`src/rtl/riscv_ctrl_pkg.sv`:
```
//------------------------------------------------------------------------------
// Module      : riscv_ctrl_pkg
// Description : Shared types and constants for the pipeline hazard controller:
//               controller state encoding, next-PC select codes and the
//               architectural register-index width.
// Revision    : 1.0 - initial release
//------------------------------------------------------------------------------
`default_nettype none

package riscv_ctrl_pkg;

  // Width of an architectural register index (x0..x31)
  localparam int REG_IDX_W = 5;

  // Controller state encoding
  typedef enum logic [1:0] {
    ST_RUN         = 2'd0,
    ST_CSR_DRAIN   = 2'd1,
    ST_MEM_WAIT    = 2'd2,
    ST_TRAP_SETTLE = 2'd3
  } ctrl_state_t;

  // Next-PC select codes
  localparam logic [1:0] PC_PLUS4  = 2'b00;
  localparam logic [1:0] PC_BRANCH = 2'b01;
  localparam logic [1:0] PC_TRAP   = 2'b10;
  localparam logic [1:0] PC_MEPC   = 2'b11;

endpackage : riscv_ctrl_pkg

`default_nettype wire

```
`src/rtl/hazard_detect.sv`:
```
//------------------------------------------------------------------------------
// Module      : hazard_detect
// Description : Combinational detection of the load-use hazard (load in EX
//               feeding a source operand in ID) and the CSR read-after-write
//               hazard (CSR read in ID behind a CSR write in EX).
// Revision    : 1.0 - initial release
//------------------------------------------------------------------------------
`default_nettype none

module hazard_detect
  import riscv_ctrl_pkg::*;
(
  input  logic [REG_IDX_W-1:0] rs1_id_i,
  input  logic [REG_IDX_W-1:0] rs2_id_i,
  input  logic [1:0]           rs_used_id_i,
  input  logic                 csr_rd_id_i,
  input  logic [REG_IDX_W-1:0] rd_ex_i,
  input  logic                 rd_enb_ex_i,
  input  logic                 csr_wr_ex_i,
  output logic                 load_use_o,
  output logic                 csr_haz_o
);

  logic rs1_hit;
  logic rs2_hit;

  // A source only conflicts if the decoded instruction actually reads it
  assign rs1_hit = rs_used_id_i[0] & (rs1_id_i == rd_ex_i);
  assign rs2_hit = rs_used_id_i[1] & (rs2_id_i == rd_ex_i);

  // x0 is hard-wired zero, so a load targeting it never creates a dependency
  assign load_use_o = rd_enb_ex_i & (rd_ex_i != '0) & (rs1_hit | rs2_hit);

  assign csr_haz_o  = csr_rd_id_i & csr_wr_ex_i;

endmodule : hazard_detect

`default_nettype wire

```
`src/rtl/pipeline_hazard_ctrl.sv`:
```
//------------------------------------------------------------------------------
// Module      : pipeline_hazard_ctrl
// Description : Central stall/flush scheduler for the 5-stage pipeline.
//               Sequences load-use bubbles, CSR drains, memory wait states
//               with timeout, branch/mret redirects and trap entry.
// Revision    : 1.0 - initial release
//------------------------------------------------------------------------------
`default_nettype none

module pipeline_hazard_ctrl
  import riscv_ctrl_pkg::*;
#(
  parameter int CSR_DRAIN   = 2,
  parameter int MEM_TIMEOUT = 16
) (
  input  logic                 clk,
  input  logic                 rst,
  input  logic [REG_IDX_W-1:0] rs1_id,
  input  logic [REG_IDX_W-1:0] rs2_id,
  input  logic [1:0]           rs_used_id,
  input  logic                 csr_rd_id,
  input  logic [REG_IDX_W-1:0] rd_ex,
  input  logic                 rd_enb_ex,
  input  logic                 csr_wr_ex,
  input  logic                 br_taken_ex,
  input  logic                 mret_ex,
  input  logic                 rd_enb_mem,
  input  logic                 wr_enb_mem,
  input  logic                 mem_ready,
  input  logic                 trap_req,
  output logic                 stall_pc,
  output logic                 stall_ifid,
  output logic                 stall_idex,
  output logic                 stall_exmem,
  output logic                 flush_ifid,
  output logic                 flush_idex,
  output logic                 flush_memwb,
  output logic [1:0]           pc_sel,
  output logic                 trap_ack,
  output logic                 mem_timeout
);

  localparam logic [2:0] DRAIN_LOAD   = 3'(CSR_DRAIN - 1);
  localparam logic [7:0] TIMEOUT_CNT  = 8'(MEM_TIMEOUT);

  ctrl_state_t state_q, state_d;
  logic [2:0]  drain_cnt_q, drain_cnt_d;
  logic [7:0]  wait_cnt_q, wait_cnt_d;

  logic load_use;
  logic csr_haz;
  logic mem_busy;
  logic run_rules;

  logic       stall_pc_c, stall_ifid_c, stall_idex_c, stall_exmem_c;
  logic       flush_ifid_c, flush_idex_c, flush_memwb_c;
  logic [1:0] pc_sel_c;
  logic       trap_ack_c, mem_timeout_c;

  hazard_detect u_hazard_detect (
    .rs1_id_i     (rs1_id),
    .rs2_id_i     (rs2_id),
    .rs_used_id_i (rs_used_id),
    .csr_rd_id_i  (csr_rd_id),
    .rd_ex_i      (rd_ex),
    .rd_enb_ex_i  (rd_enb_ex),
    .csr_wr_ex_i  (csr_wr_ex),
    .load_use_o   (load_use),
    .csr_haz_o    (csr_haz)
  );

  assign mem_busy = (rd_enb_mem | wr_enb_mem) & ~mem_ready;

  // Next-state, counter and control decode for every controller state
  always_comb begin
    state_d       = state_q;
    drain_cnt_d   = drain_cnt_q;
    wait_cnt_d    = wait_cnt_q;
    run_rules     = 1'b0;
    stall_pc_c    = 1'b0;
    stall_ifid_c  = 1'b0;
    stall_idex_c  = 1'b0;
    stall_exmem_c = 1'b0;
    flush_ifid_c  = 1'b0;
    flush_idex_c  = 1'b0;
    flush_memwb_c = 1'b0;
    pc_sel_c      = PC_PLUS4;
    trap_ack_c    = 1'b0;
    mem_timeout_c = 1'b0;

    case (state_q)
      ST_MEM_WAIT: begin
        if (mem_busy) begin
          if (wait_cnt_q == TIMEOUT_CNT) begin
            // Give up on the access and vector to the trap handler
            mem_timeout_c = 1'b1;
            trap_ack_c    = 1'b1;
            pc_sel_c      = PC_TRAP;
            flush_ifid_c  = 1'b1;
            flush_idex_c  = 1'b1;
            flush_memwb_c = 1'b1;
            wait_cnt_d    = '0;
            state_d       = ST_TRAP_SETTLE;
          end else begin
            stall_pc_c    = 1'b1;
            stall_ifid_c  = 1'b1;
            stall_idex_c  = 1'b1;
            stall_exmem_c = 1'b1;
            flush_memwb_c = 1'b1;
            wait_cnt_d    = wait_cnt_q + 8'd1;
          end
        end else begin
          // Access completes: the pipeline moves again. A redirect or hazard
          // held in EX/ID during the wait is resolved now; a pending trap is
          // left for the following RUN cycle.
          wait_cnt_d = '0;
          state_d    = ST_RUN;
          run_rules  = 1'b1;
        end
      end

      ST_CSR_DRAIN: begin
        if (mem_busy) begin
          // Drain is abandoned; the CSR hazard re-detects once back in RUN
          stall_pc_c    = 1'b1;
          stall_ifid_c  = 1'b1;
          stall_idex_c  = 1'b1;
          stall_exmem_c = 1'b1;
          flush_memwb_c = 1'b1;
          drain_cnt_d   = '0;
          wait_cnt_d    = 8'd1;
          state_d       = ST_MEM_WAIT;
        end else if (trap_req) begin
          flush_ifid_c = 1'b1;
          flush_idex_c = 1'b1;
          pc_sel_c     = PC_TRAP;
          trap_ack_c   = 1'b1;
          drain_cnt_d  = '0;
          state_d      = ST_TRAP_SETTLE;
        end else begin
          stall_pc_c   = 1'b1;
          stall_ifid_c = 1'b1;
          flush_idex_c = 1'b1;
          drain_cnt_d  = drain_cnt_q - 3'd1;
          if (drain_cnt_q == 3'd1) begin
            state_d = ST_RUN;
          end
        end
      end

      default: begin
        // ST_RUN and ST_TRAP_SETTLE share the rules; the settle cycle masks
        // trap_req so one request cannot be acknowledged twice in a row
        state_d = ST_RUN;
        if (mem_busy) begin
          stall_pc_c    = 1'b1;
          stall_ifid_c  = 1'b1;
          stall_idex_c  = 1'b1;
          stall_exmem_c = 1'b1;
          flush_memwb_c = 1'b1;
          wait_cnt_d    = 8'd1;
          state_d       = ST_MEM_WAIT;
        end else if (trap_req && (state_q == ST_RUN)) begin
          flush_ifid_c = 1'b1;
          flush_idex_c = 1'b1;
          pc_sel_c     = PC_TRAP;
          trap_ack_c   = 1'b1;
          state_d      = ST_TRAP_SETTLE;
        end else begin
          run_rules = 1'b1;
        end
      end
    endcase

    // Redirect and bubble rules shared by RUN, TRAP_SETTLE and wait exit.
    // A taken branch squashes the dependent instruction, so it beats load-use.
    if (run_rules) begin
      if (mret_ex || br_taken_ex) begin
        flush_ifid_c = 1'b1;
        flush_idex_c = 1'b1;
        pc_sel_c     = mret_ex ? PC_MEPC : PC_BRANCH;
      end else if (csr_haz) begin
        stall_pc_c   = 1'b1;
        stall_ifid_c = 1'b1;
        flush_idex_c = 1'b1;
        if (CSR_DRAIN > 1) begin
          drain_cnt_d = DRAIN_LOAD;
          state_d     = ST_CSR_DRAIN;
        end
      end else if (load_use) begin
        stall_pc_c   = 1'b1;
        stall_ifid_c = 1'b1;
        flush_idex_c = 1'b1;
      end
    end
  end

  // State and counter registers with synchronous reset
  always_ff @(posedge clk) begin
    if (rst) begin
      state_q     <= ST_RUN;
      drain_cnt_q <= '0;
      wait_cnt_q  <= '0;
    end else begin
      state_q     <= state_d;
      drain_cnt_q <= drain_cnt_d;
      wait_cnt_q  <= wait_cnt_d;
    end
  end

  // While reset is held, front-end buffers are kept flushed and nothing stalls
  assign stall_pc    = rst ? 1'b0 : stall_pc_c;
  assign stall_ifid  = rst ? 1'b0 : stall_ifid_c;
  assign stall_idex  = rst ? 1'b0 : stall_idex_c;
  assign stall_exmem = rst ? 1'b0 : stall_exmem_c;
  assign flush_ifid  = rst | flush_ifid_c;
  assign flush_idex  = rst | flush_idex_c;
  assign flush_memwb = rst ? 1'b0 : flush_memwb_c;
  assign pc_sel      = rst ? PC_PLUS4 : pc_sel_c;
  assign trap_ack    = rst ? 1'b0 : trap_ack_c;
  assign mem_timeout = rst ? 1'b0 : mem_timeout_c;

endmodule : pipeline_hazard_ctrl

`default_nettype wire

```
`config.mk`:
```
export PLATFORM = sky130hd
export DESIGN_NAME = pipeline_hazard_ctrl
export DESIGN_NICKNAME = d
export VERILOG_FILES = /design/src/rtl/riscv_ctrl_pkg.sv /design/src/rtl/hazard_detect.sv /design/src/rtl/pipeline_hazard_ctrl.sv
export SDC_FILE = /design/constraint.sdc
export NUM_CORES = 1
export LEC_CHECK = 0
export ABC_AREA = 1
export BUFFER_PORTS_ARGS = -buffer_cell sky130_fd_sc_hd__buf_2
export CELL_PAD_IN_SITES_DETAIL_PLACEMENT = 1
export CELL_PAD_IN_SITES_GLOBAL_PLACEMENT = 2
export CORE_MARGIN = 10
export CORE_UTILIZATION = 25
export CTS_CLUSTER_DIAMETER = 60
export DETAILED_ROUTE_END_ITERATION = 7
export PLACE_DENSITY_LB_ADDON = 0.1
export SYNTH_ARGS = -nofsm -noshare
export SYNTH_HDL_FRONTEND = slang
export SYNTH_SLANG_ARGS = --single-unit
```
`constraint.sdc`:
```
create_clock -name clk -period 1.7 [get_ports clk]
set_input_delay 0 -clock clk [delete_from_list [all_inputs] [get_ports clk]]
set_output_delay 0 -clock clk [all_outputs]
set_load 0.005 [all_outputs]
```
==> impl_results.md <==
* Total gr overflow at 0
* Critical path class: reg -> out
* Largest net degree at the start of global routing at 16
* Crit. End Element: output port
* Synth area leaders: nand2_1 21%, dfxtp_1 21%, inv_1 10%
* CTS tree: done
* Final Max Tran Viols at 0
* I/O Buffers at 38
* Most frequent cell on the critical path: nand2_1
* Worst-margin pin slew at 392.6 ps
* Fin. Hold Viols at 0
* Seq/Total Area, Yosys at 0.2076
* Static leakage at 0.8871 nW
* Tcrit/Tclk final at 0.9883
* DR vias/cell at 4.360
* CP max stage delay at 340 ps
* Achievable Freq at 595.2 MHz
* Worst VDD drop at 0.2657 mV
* Total GRT Usage at 0.09657
* Worst path cell trace: inv_4, ha_4, nand2_1, nand2_1, nand2_4, nand2_4, inv_4, nand2_2, nand2_2, nor3_2, nand2_1, buf_2
* Crit-path leading delay family: simple AND/OR/NAND/NOR gates
* Type of the worst min-delay path: in -> reg
* Met3 Use GR at 0.03076
* Routed Antenna Nets at 0
* Status: finished clean
* Met2 usage at 0.1755
* Yosys cell types at 29
* Mapped Area at 0.001254 mm^2
* CTS max path bufs at 2
* DRC viols at 0
* Initial DRC count at 25
* Syn nets at 250
* Final setup fails at 0
* Vias in the first global route at 1,520
* Avg Inst Size Synth at 5.831 um^2
* CP Data Required Time at 1700 ps
* Buf/Inv on CP at 3
* Share of cells above drive strength 1 at 0.3684
* Die X at 90.82 um
* Slowest stage cell, crit path: dfxtp_2
* Total Nets Final at 302
* Final min period at 1680 ps
* Most Used Layer, Global Route: met2
* Sink Count at 13
* Warnings, synthesis at 0
* Top-area cell type share of the netlist area at 0.2126
* Gpl congestion at 0.7746
* Fin worst setup slack at 19.86 ps
* Htree depth at 1
* Tot Pwr at 1.118 mW
* Worst endpoint data arrival time at 1680 ps
* Row cnt at 25
* First-pass GRT wire length at 6.803 mm
* Met1 layer usage reported by global route at 0.1050
* Antenna violations before repair at 0
* Rel. slew slack at 0.7315
* I/O pin count at 39
* Register bit count reported by yosys at 13
* Final worst clock skew at 0.6047 ps
* Num CTS Buffers at 3
* Area Growth Syn to Fin at 40.12%
* CP Max Fanout at 4
* Max-Cap Viols at 0
* Total die area at 0.008247 mm^2
* Core area at 0.004786 mm^2
* # diodes at 0
* Crit path launch type: flop
* Via count at 1,452
* Pre-CTS setup slack at 60.72 ps
* Clock latency on the worst-skew pair at 250 ps
* Core Util, Final at 0.3671
* Pre-antenna DRT Iters at 5
* RSZ-0062 raised after global routing: true
* Routed length per instance at 12.02 um
* Die Y at 90.82 um
* Final WL at 4.003 mm
* Clock slew at reported path FFs at 60 ps
* Dominant cell type by area after synthesis: nand2_1
* Pwr Density at 636.7 mW/mm^2
* Post-DP HPWL at 3.219 mm
* CTS Root Cell: clkbuf_8
* Initial Util at 0.2620
* Gate Count Post-Synth at 215
[where the power goes]
group	internal (mW)	leakage (nW)	total, mW	switching (mW)
Combinational	0.222	0.757	0.500	0.278
Sequential	0.320	0.108	0.334	0.0138
Clock	0.166	0.0228	0.285	0.119
Total	0.707	0.887	1.12	0.411
[path summary, 6_finish.rpt]
| kind | slack, ps | cells past startpoint | endpoint | start |
|---|---|---|---|---|
| max | 20 | 12 | flush_idex | state_q[0] |
| min | 70 | 4 | drain_cnt_q[1] | trap_req |
| max reg2reg | 210 | 10 | wait_cnt_q[4] | wait_cnt_q[0] |
| min reg2reg | 470 | 2 | drain_cnt_q[1] | drain_cnt_q[1] |
[flip-flops by register name, summed over array words and instances, names as in the netlist]
| signal | count |
|---|---|
| wait_cnt_q | 8 |
| drain_cnt_q | 3 |
| state_q | 2 |
[synthesized netlist by cell type]
library cell / n
nor2_4: 3
o211ai_1: 1
nand2_4: 1
buf_4: 2
a32oi_1: 1
nor3_2: 1
a31oi_1: 1
o21ai_1: 1
nand4_1: 1
nor2_1: 23
inv_1: 34
a211oi_1: 1
a21oi_4: 1
nand3b_1: 2
ha_1: 7
nand2_2: 6
clkbuf_1: 1
dfxtp_1: 13
o21ai_0: 7
or2_2: 1
nor2_2: 5
xor2_1: 2
nor3_1: 2
nand3_1: 8
a2111oi_0: 1
nand3_2: 2
a21oi_1: 10
nand2_1: 71
inv_2: 6
[cell usage in the layout (no fill, tap or decap), types with 2 or more instances in the layout]
cell / synthesis / layout
ha_4: 0 / 3
inv_1: 34 / 27
nor2_1: 23 / 23
a21oi_1: 10 / 9
clkbuf_8: 0 / 3
nor3_1: 2 / 2
ha_1: 7 / 4
dfxtp_2: 0 / 2
nand2_1: 71 / 68
inv_4: 0 / 4
nor2_2: 5 / 3
buf_2: 0 / 38
nand3_1: 8 / 8
o21ai_0: 7 / 6
dfxtp_1: 13 / 9
buf_4: 2 / 12
inv_2: 6 / 9
nor2_4: 3 / 5
dfxtp_4: 0 / 2
nand2_4: 1 / 4
xor2_1: 2 / 2
nand2_2: 6 / 6
nand3b_1: 2 / 2
[stage by stage]
step	TNS, ps	cell area (um^2)	instances	hold slack (ps)
final	0	1757	333	73.44
after global routing	-271.4	1757	333	88.25
after CTS	0	1622	326	65.47
after detailed placement	0	1531	320	327.0
after global placement	0	1531	320	334.8
after floorplan	0	1254	215	44.64
[area by class of cell]
type / count / area, um^2
Clock buffer: 4 / 45.04
Fill cell: 637 / 3029
Inverter: 40 / 160.2
Multi-Input combinational cell: 159 / 917.1
Sequential cell: 13 / 270.3
Tap cell: 67 / 83.83
Timing Repair Buffer: 50 / 280.3
[tightest hold or removal path, cell delays in order]
cell and delay, ps:
buf_2 110, nor2_1 50, nand2_1 60, a21oi_1 60
[kinds of logic (layout without fill, tap and decap cells)]
logic type / after synthesis / count (layout) / share of synthesized area
DFF: 13 / 13 / 0.2076
adders and majority gates: 7 / 7 / 0.06986
buffers and inverters: 43 / 94 / 0.1347
AOI/OAI and AO/OA: 24 / 24 / 0.1158
xor gates and xnor gates: 2 / 2 / 0.01397
and+or+nand+nor: 126 / 126 / 0.4581
[what timing repair did]
action | in CTS | in global routing
hold buffers | 0 | 0
endpoints found under the hold margin | 0 | 0
gates cloned | 0 | 0
gates resized for setup | 12 | 23
endpoints found under the setup margin | 7 | 7
pin swaps | 4 | 9
setup buffers | 2 | 7
[routing by layer]
| metal | routed length, um | share of wire |
|---|---|---|
| met5 | 0 | 0 |
| met4 | 47 | 0.012 |
| met3 | 170 | 0.042 |
| met2 | 2042 | 0.51 |
| met1 | 1742 | 0.44 |
No activity file was read; power rests on OpenSTA's default activity.
